File: config.mk
export PLATFORM = sky130hd
export DESIGN_NAME = buffer_ptr_ctrl
export DESIGN_NICKNAME = d
export VERILOG_FILES = /design/src/rtl/buffer_ptr_ctrl.sv
export SDC_FILE = /design/constraint.sdc
export NUM_CORES = 1
export LEC_CHECK = 0
export CORE_MARGIN = 10
export CORE_UTILIZATION = 36
export CTS_CLUSTER_SIZE = 28
export DETAILED_ROUTE_END_ITERATION = 6
export GPL_ROUTABILITY_DRIVEN = 0
export PLACE_DENSITY = 0.72
export SYNTH_ARGS = -nofsm -noshare
export SYNTH_HDL_FRONTEND = slang
export SYNTH_SLANG_ARGS = --single-unit
File: constraint.sdc
create_clock -name clk -period 3.9 [get_ports clk]
set_clock_uncertainty 0.05 [all_clocks]
set_input_delay 0.585 -clock clk [delete_from_list [all_inputs] [get_ports clk]]
set_output_delay 0.585 -clock clk [all_outputs]
set_load 0.05 [all_outputs]
File: src/rtl/buffer_ptr_ctrl.sv
// -----------------------------------------------------------------------------
// buffer_ptr_ctrl
//   Pointer/occupancy controller for the column circular buffer. Owns the
//   write pointer, the read pointer and the occupancy count. Accepts one column
//   write per cycle, reports when PAR_READ consecutive columns are readable and
//   releases STRIDE columns per accepted pop. Both pointers wrap modulo COLUMNS
//   (COLUMNS need not be a power of two).
//
//   Optional feature: define BUF_PTR_ERR_FLAGS_EN to add sticky overflow and
//   underflow flags (ovf_err / unf_err), cleared only by rst or clr.
//
// Ports
//   clk       in   rising-edge clock
//   rst       in   synchronous active-high reset (priority over clr)
//   clr       in   synchronous flush; wen/ren in the same cycle are ignored
//   wen       in   write request for one column
//   ren       in   pop request (consume STRIDE columns)
//   waddr     out  column address for the current write (= write pointer)
//   we_acc    out  write accepted this cycle; buffer write enable
//   read_ptr  out  base read column for the parallel address generator
//   rd_valid  out  count >= PAR_READ
//   pop_acc   out  pop accepted this cycle
//   full      out  count == COLUMNS
//   empty     out  count == 0
//   count     out  current occupancy
//   ovf_err   out  sticky: write requested while full   (BUF_PTR_ERR_FLAGS_EN)
//   unf_err   out  sticky: pop requested while !rd_valid (BUF_PTR_ERR_FLAGS_EN)
// -----------------------------------------------------------------------------
module buffer_ptr_ctrl #(
  parameter int COLUMNS  = 32,
  parameter int PAR_READ = 4,
  parameter int STRIDE   = 1
) (
  input  logic                       clk,
  input  logic                       rst,
  input  logic                       clr,
  input  logic                       wen,
  input  logic                       ren,
  output logic [$clog2(COLUMNS)-1:0] waddr,
  output logic                       we_acc,
  output logic [$clog2(COLUMNS)-1:0] read_ptr,
  output logic                       rd_valid,
  output logic                       pop_acc,
  output logic                       full,
  output logic                       empty,
  output logic [$clog2(COLUMNS):0]   count
`ifdef BUF_PTR_ERR_FLAGS_EN
  ,
  output logic                       ovf_err,
  output logic                       unf_err
`endif
);

  localparam int PW = $clog2(COLUMNS);
  localparam int CW = PW + 1;

  localparam logic [CW-1:0] COLS_C   = CW'(COLUMNS);
  localparam logic [CW-1:0] PAR_C    = CW'(PAR_READ);
  localparam logic [CW-1:0] STRIDE_C = CW'(STRIDE);
  localparam logic [PW-1:0] LAST_COL = PW'(COLUMNS - 1);

  logic [PW-1:0] wptr_q, wptr_d;
  logic [PW-1:0] rptr_q, rptr_d;
  logic [CW-1:0] cnt_q,  cnt_d;
  logic [CW-1:0] rsum;

  // Status is decoded purely from registered state.
  assign full     = (cnt_q == COLS_C);
  assign empty    = (cnt_q == '0);
  assign rd_valid = (cnt_q >= PAR_C);
  assign waddr    = wptr_q;
  assign read_ptr = rptr_q;
  assign count    = cnt_q;

  // Acceptance uses only the registered full/rd_valid, so a pop in the same
  // cycle never frees room for a write (no bypass). A flush or reset cycle
  // must not write the buffer, hence the extra qualification.
  assign we_acc  = wen && !full     && !clr && !rst;
  assign pop_acc = ren && rd_valid  && !clr && !rst;

  // NOTE: every always_comb output gets a default first so no path leaves it
  // unassigned; otherwise a latch would be inferred.
  always_comb begin
    wptr_d = wptr_q;
    rptr_d = rptr_q;
    rsum   = {1'b0, rptr_q} + STRIDE_C;

    if (we_acc) begin
      wptr_d = (wptr_q == LAST_COL) ? '0 : wptr_q + PW'(1);
    end

    // Sum is one bit wider than the pointer, so a single conditional
    // subtract wraps correctly for any COLUMNS, power of two or not.
    if (pop_acc) begin
      rptr_d = (rsum >= COLS_C) ? PW'(rsum - COLS_C) : PW'(rsum);
    end

    // Cannot underflow: a pop needs count >= PAR_READ >= STRIDE.
    cnt_d = cnt_q + CW'(we_acc) - (pop_acc ? STRIDE_C : '0);
  end

  // NOTE: sequential state is updated with non-blocking assignments only, so
  // every register samples the pre-edge values regardless of block ordering.
  always_ff @(posedge clk) begin
    if (rst || clr) begin
      wptr_q <= '0;
      rptr_q <= '0;
      cnt_q  <= '0;
    end else begin
      wptr_q <= wptr_d;
      rptr_q <= rptr_d;
      cnt_q  <= cnt_d;
    end
  end

`ifdef BUF_PTR_ERR_FLAGS_EN
  logic ovf_q, ovf_d;
  logic unf_q, unf_d;

  // Sticky: once set, only rst/clr clears them.
  always_comb begin
    ovf_d = ovf_q | (wen && full);
    unf_d = unf_q | (ren && !rd_valid);
  end

  always_ff @(posedge clk) begin
    if (rst || clr) begin
      ovf_q <= 1'b0;
      unf_q <= 1'b0;
    end else begin
      ovf_q <= ovf_d;
      unf_q <= unf_d;
    end
  end

  assign ovf_err = ovf_q;
  assign unf_err = unf_q;
`endif

endmodule

Word-level counts from Yosys, hierarchy flattened. Cells that the tools add are included.

Register bits: 16. Input bits: 5. Output and inout bits: 21. Logic and storage cells: 26.

$add $sub $neg: 5. Order comparisons: 2. Equality and inequality tests: 2. Muxes and demuxes: 3. Reduce and logical (&&, ||, !) cells: 11.

Operators with widths (number): 2-to-1 mux 5 bit (2); adder 5 x 1 -> 6 bit, second input constant (1); adder 6 x 1 -> 6 bit (1); equality test 6 bit, second input constant (1); >= comparator 6 x 3 -> 1 bit, second input constant (1); >= comparator 6 bit, second input constant (1); logical AND 1 bit (6); zero test 6 bit (1); subtractor 6 x 1 -> 6 bit (1); adder 5 x 1 -> 5 bit, second input constant (1); equality test 5 bit, second input constant (1); subtractor 5 x 1 -> 5 bit, second input constant (1); zero test 1 bit (3); logical OR 1 bit (1); 2-to-1 mux 1 bit (1).

Logic depth before layout (Yosys ltp).
Depth after elaboration: 7. Mapped depth: 13. Mapped depth without buffers: 13.

Worst setup path before layout. OpenSTA, ideal clock, no wires.

Path kind: register -> register. Start point: register cnt_q[2], in the netlist count[2]. End point: register cnt_q[4], in the netlist count[4]. Library setup time: 0.117 ns. Data arrival time: 3.132 ns. Required time: 3.733 ns. Setup slack: 0.601 ns. Stages on the path, launching flop included: 14. Buffers on the path: 0. Period minus slack after synthesis: 3.299 ns. Path through: dfxtp_1 > inv_1 > ha_1 > nand2b_1 > a31oi_4 > and2_1 > ha_1 > inv_1 > ha_1 > fa_1 > a21oi_1 > o21ai_0 > xnor2_1 > nor2_1.

Elaborated cells on any way between the ends: 12. Classes of those cells: 2 x add/sub; 1 x order compare; 1 x eq/ne; 1 x mux; 7 x reduce/logical.

RTL lines: from (decl) (RTL line 64) `logic [CW-1:0] cnt_q, cnt_d;`; from (signal assigned) (RTL line 112) `cnt_q <= cnt_d;`; >= comparator 6 x 3 -> 1 bit (RTL line 70) `assign rd_valid = (cnt_q >= PAR_C);`; logical AND 1 bit (3 in series) (RTL line 79) `assign pop_acc = ren && rd_valid && !clr && !rst;`; net pop_acc (RTL line 43) `output logic pop_acc,`; 2-to-1 mux 1 bit (RTL line 99) `cnt_d = cnt_q + CW'(we_acc) - (pop_acc ? STRIDE_C : '0);`; subtractor 6 x 1 -> 6 bit (RTL line 99).

The timed path passes the listed nets, and every way through them passes these cells. A chain may end at the register's enable or synchronous reset.

Worst setup path after layout.
Start point: input port rst. End point: output port we_acc.

Cells in the longest elaborated chain, start to end: 2.

Ends and longest elaborated chain: from (decl) (RTL line 35) `input logic rst,`; zero test 1 bit (RTL line 78) `assign we_acc = wen && !full && !clr && !rst;`; logical AND 1 bit (RTL line 78); to (decl) (RTL line 40) `output logic we_acc,`.

No other way between the ends.

==> flow_results.xml <==
<?xml version="1.0" encoding="UTF-8"?>
<metrics>
  <group name="final_layout">
    <metric name="layout-drive-gt1-share" unit="%">5.839</metric>
    <metric name="antenna_cells_inserted" unit="">0</metric>
    <metric name="num-nets-final" unit="">157</metric>
    <metric name="filler_cell_count" unit="">276</metric>
    <metric name="syn_to_final_growth" unit="%">30.84</metric>
    <metric name="design_area" unit="µm²">1311</metric>
  </group>
  <group name="timing">
    <metric name="setup_total_negative_slack" unit="ns">0</metric>
    <metric name="clock.fmax" unit="MHz">314.8</metric>
    <metric name="finalWorstPathRequiredPeriod" unit="ns">3.177</metric>
    <metric name="setup_viol" unit="">0</metric>
    <metric name="report.final.hold_viol_count" unit="">0</metric>
    <metric name="post-route-period-util" unit="%">81.46</metric>
    <metric name="rsz0062_at_grt" unit="">no</metric>
    <metric name="worstMarginPinSlew" unit="ns">0.5636</metric>
    <metric name="report.final.slew_viol_count" unit="">0</metric>
    <metric name="slew_headroom" unit="%">62.43</metric>
  </group>
  <group name="synthesis">
    <metric name="portion_of_netlist_area_occupied_by_mux_cells" unit="%">1.998</metric>
    <metric name="syn_area_per_cell" unit="µm²">9.111</metric>
    <metric name="synth_compound_gate_area_share" unit="%">13.23</metric>
    <metric name="yosysSeqAreaShare" unit="%">31.96</metric>
    <metric name="synth_simple_gate_area_share" unit="%">23.97</metric>
    <metric name="yosysWarnings" unit="">0</metric>
    <metric name="synthesis.nets" unit="">129</metric>
    <metric name="yosys.area_share.adder" unit="%">18.23</metric>
    <metric name="post_syn_instances" unit="">110</metric>
    <metric name="main_combinational_cell_family_by_area_after_synthesis" unit="">simple AND/OR/NAND/NOR gates</metric>
    <metric name="yosys_register_bits" unit="">16</metric>
    <metric name="post_synth_instance_area" unit="µm²">1002</metric>
    <metric name="synth-xor-area-share" unit="%">5.243</metric>
    <metric name="synth_cell_type_count" unit="">32</metric>
  </group>
  <group name="clocking">
    <metric name="cts.clk_slew.worst_paths" unit="ns">0.10</metric>
    <metric name="cts.sink_count" unit="">16</metric>
    <metric name="cts_setup_buffers" unit="">0</metric>
    <metric name="number_of_buffers_added_by_the_clock_tree_synthesis_step" unit="">3</metric>
    <metric name="postCtsResizedCells" unit="">0</metric>
    <metric name="htreeDepth" unit="">1</metric>
    <metric name="clock_insertion_delay_worst_skew" unit="ns">0.29</metric>
    <metric name="cts_max_path_buffers" unit="">2</metric>
    <metric name="tritoncts" unit="">yes</metric>
    <metric name="cts_hold_buf" unit="">0</metric>
    <metric name="clk_root_buffer_cell" unit="">clkbuf_4</metric>
  </group>
  <group name="critical_path">
    <metric name="crit_path_max_fanout" unit="">16</metric>
    <metric name="setup.reg_to_reg.worst_slack" unit="ns">1.07</metric>
    <metric name="endpoint" unit="">we_acc</metric>
    <metric name="startpoint_type" unit="">input pin</metric>
    <metric name="worst_r2r_startpoint" unit="">count[5]</metric>
    <metric name="r2r_end" unit="">count[4]</metric>
    <metric name="worstPathRequired" unit="ns">3.26</metric>
    <metric name="endpoint_kind" unit="">output port</metric>
    <metric name="critPathArrivalTime" unit="ns">2.54</metric>
    <metric name="reg2reg_depth" unit="">13</metric>
    <metric name="setup.worst_path.start" unit="">rst</metric>
    <metric name="crit_type" unit="">input pin to output port</metric>
  </group>
  <group name="global_route">
    <metric name="gr-usage-met1" unit="%">9.735</metric>
    <metric name="global_route.usage.met3" unit="%">3.537</metric>
    <metric name="gr-total-overflow" unit="">0</metric>
    <metric name="antenna_found_initial" unit="">0</metric>
    <metric name="grt_pass1_wl" unit="µm">4167</metric>
    <metric name="maximum_number_of_pins_on_one_net_before_global_route_repair" unit="">17</metric>
    <metric name="top_usage_layer" unit="">met2</metric>
    <metric name="vias_in_the_first_global_route" unit="">943</metric>
    <metric name="grt_util_all_layers" unit="%">9.725</metric>
    <metric name="use_met2" unit="%">17.73</metric>
  </group>
  <group name="detailed_routing">
    <metric name="route.antenna.remaining_nets" unit="">0</metric>
    <metric name="route.final.wire_length" unit="µm">2403</metric>
    <metric name="drt_via_density" unit="">5.280</metric>
    <metric name="detail_route.wl_per_cell" unit="µm">14.30</metric>
    <metric name="remaining_drc_errors" unit="">0</metric>
    <metric name="dr_total_vias" unit="">887</metric>
    <metric name="drtIter0Drc" unit="">30</metric>
    <metric name="drt_pass1_iterations" unit="">4</metric>
  </group>
  <group name="floorplanning">
    <metric name="start_util" unit="%">36.98</metric>
    <metric name="core.rowCount" unit="">19</metric>
    <metric name="die_width" unit="µm">72.76</metric>
    <metric name="top_level_ports" unit="">26</metric>
    <metric name="design.core.area" unit="µm²">2710</metric>
    <metric name="die_height" unit="µm">72.76</metric>
    <metric name="full_die_area" unit="µm²">5294</metric>
  </group>
  <group name="place">
    <metric name="dp_hpwl" unit="µm">1924</metric>
    <metric name="io_buffers" unit="">25</metric>
    <metric name="dpl_cell_area" unit="µm²">1275</metric>
  </group>
  <group name="run_status">
    <metric name="result_of_the_run" unit="">completed</metric>
  </group>
  <group name="flow_run">
    <metric name="cap_viol_max_count" unit="">0</metric>
  </group>
  <group name="pwr">
    <metric name="power.static_leakage" unit="µW">0.0004940</metric>
    <metric name="cellPowerDensity" unit="nW/µm²">397.4</metric>
    <metric name="total_power" unit="µW">521.1</metric>
    <metric name="ir_drop" unit="V">0.0002676</metric>
  </group>
  <group name="worst_hold_path">
    <metric name="worstHoldPathType" unit="">flip-flop to flip-flop</metric>
  </group>
</metrics>
layout by cell type (no fill, tap or decap), types with 3 or more instances in the layout:
| cell | instances |
|---|---|
| ha_1 | 13 |
| dfxtp_1 | 16 |
| o21ai_0 | 4 |
| nor2_1 | 10 |
| a31oi_1 | 3 |
| a21oi_1 | 6 |
| nand2_1 | 8 |
| xnor2_1 | 6 |
| and2_1 | 3 |
| inv_1 | 10 |
| clkbuf_4 | 3 |
| nor3_1 | 3 |
| nand3_1 | 4 |
| clkdlybuf4s50_1 | 25 |
kinds of logic (layout without fill, tap and decap cells):
kind of cell / after synthesis / after routing
AO/OA/AOI/OAI: 18 / 18
buffers and inverters: 12 / 39
XOR/XNOR: 6 / 6
multiplexers: 2 / 2
adder cells (fa/ha/maj): 14 / 14
flip-flops: 16 / 16
AND/OR/NAND/NOR: 42 / 42
stage by stage:
step	setup slack (ns)	std cells	hold WS [ns]	util (%)
floorplan	0.6011	110	0.6387	-
global placement	0.7791	164	0.4291	47.05
detailed placement	0.7057	164	0.4530	47.05
CTS	0.7218	168	0.4663	48.38
global route	0.6231	168	0.4912	48.38
finish	0.7229	168	0.4603	48.38
critical path, cell delays in order:
cell	delay (ns)
clkdlybuf4s50_1	0.43
or2_1	0.45
nor2_1	0.24
clkdlybuf4s50_1	0.83
cell usage after synthesis, drive strengths merged:
master	number	area, µm²
fa	1	20.02
xnor2	6	52.55
a31oi	4	40.04
a21o	1	7.510
or4	2	15.01
buf	2	16.26
inv	10	37.54
nor3	3	15.01
nand3	4	20.02
nand2	8	30.03
a311oi	1	8.760
or2	1	6.260
a21oi	6	30.03
nand4	2	12.51
nand4bb	1	27.53
ha	13	162.7
o21ai	5	25.02
mux2i	2	20.02
nor2	10	37.54
and3	1	6.260
or3	2	13.77
dfxtp	16	320.3
nand2b	1	6.260
or3b	1	8.760
o31ai	1	21.27
or4b	1	10.01
and2	3	18.77
nor4	2	12.51
power breakdown:
group	switching, µW	internal (µW)	leakage, µW
Sequential	8.81	171	0.000129
Clock	55.1	56.8	0.0000210
Combinational	148	81.4	0.000344
metal layers:
layer  up-vias  wire, µm
li1        441         -
met1       426       941
met2        16      1271
met3         4       161
met4         0        28
met5         -         0
worst min path at each step:
stage / endpoint / depth (start not counted) / slack (ns) / from
finish: read_ptr[1] / 2 / 0.46 / read_ptr[1]
global route: read_ptr[1] / 2 / 0.49 / read_ptr[1]
CTS: waddr[1] / 2 / 0.47 / waddr[1]
detailed placement: waddr[1] / 2 / 0.45 / waddr[1]
global placement: read_ptr[1] / 2 / 0.43 / read_ptr[1]
floorplan: read_ptr[1] / 2 / 0.64 / read_ptr[1]
area by class of cell:
class	instances	area (µm²)	share of cell area, %
Sequential cell	16	320.3	24.43
Timing Repair Buffer	25	250.2	19.08
Inverter	10	37.54	2.863
Clock buffer	4	36.28	2.767
Multi-Input combinational cell	82	628.1	47.90
Tap cell	31	38.79	2.958
registers in the layout, summed over array words and instances (netlist names):
register  flops
count         6
read_ptr      5
waddr         5
Note: power is estimated with default switching activity, not from simulation.
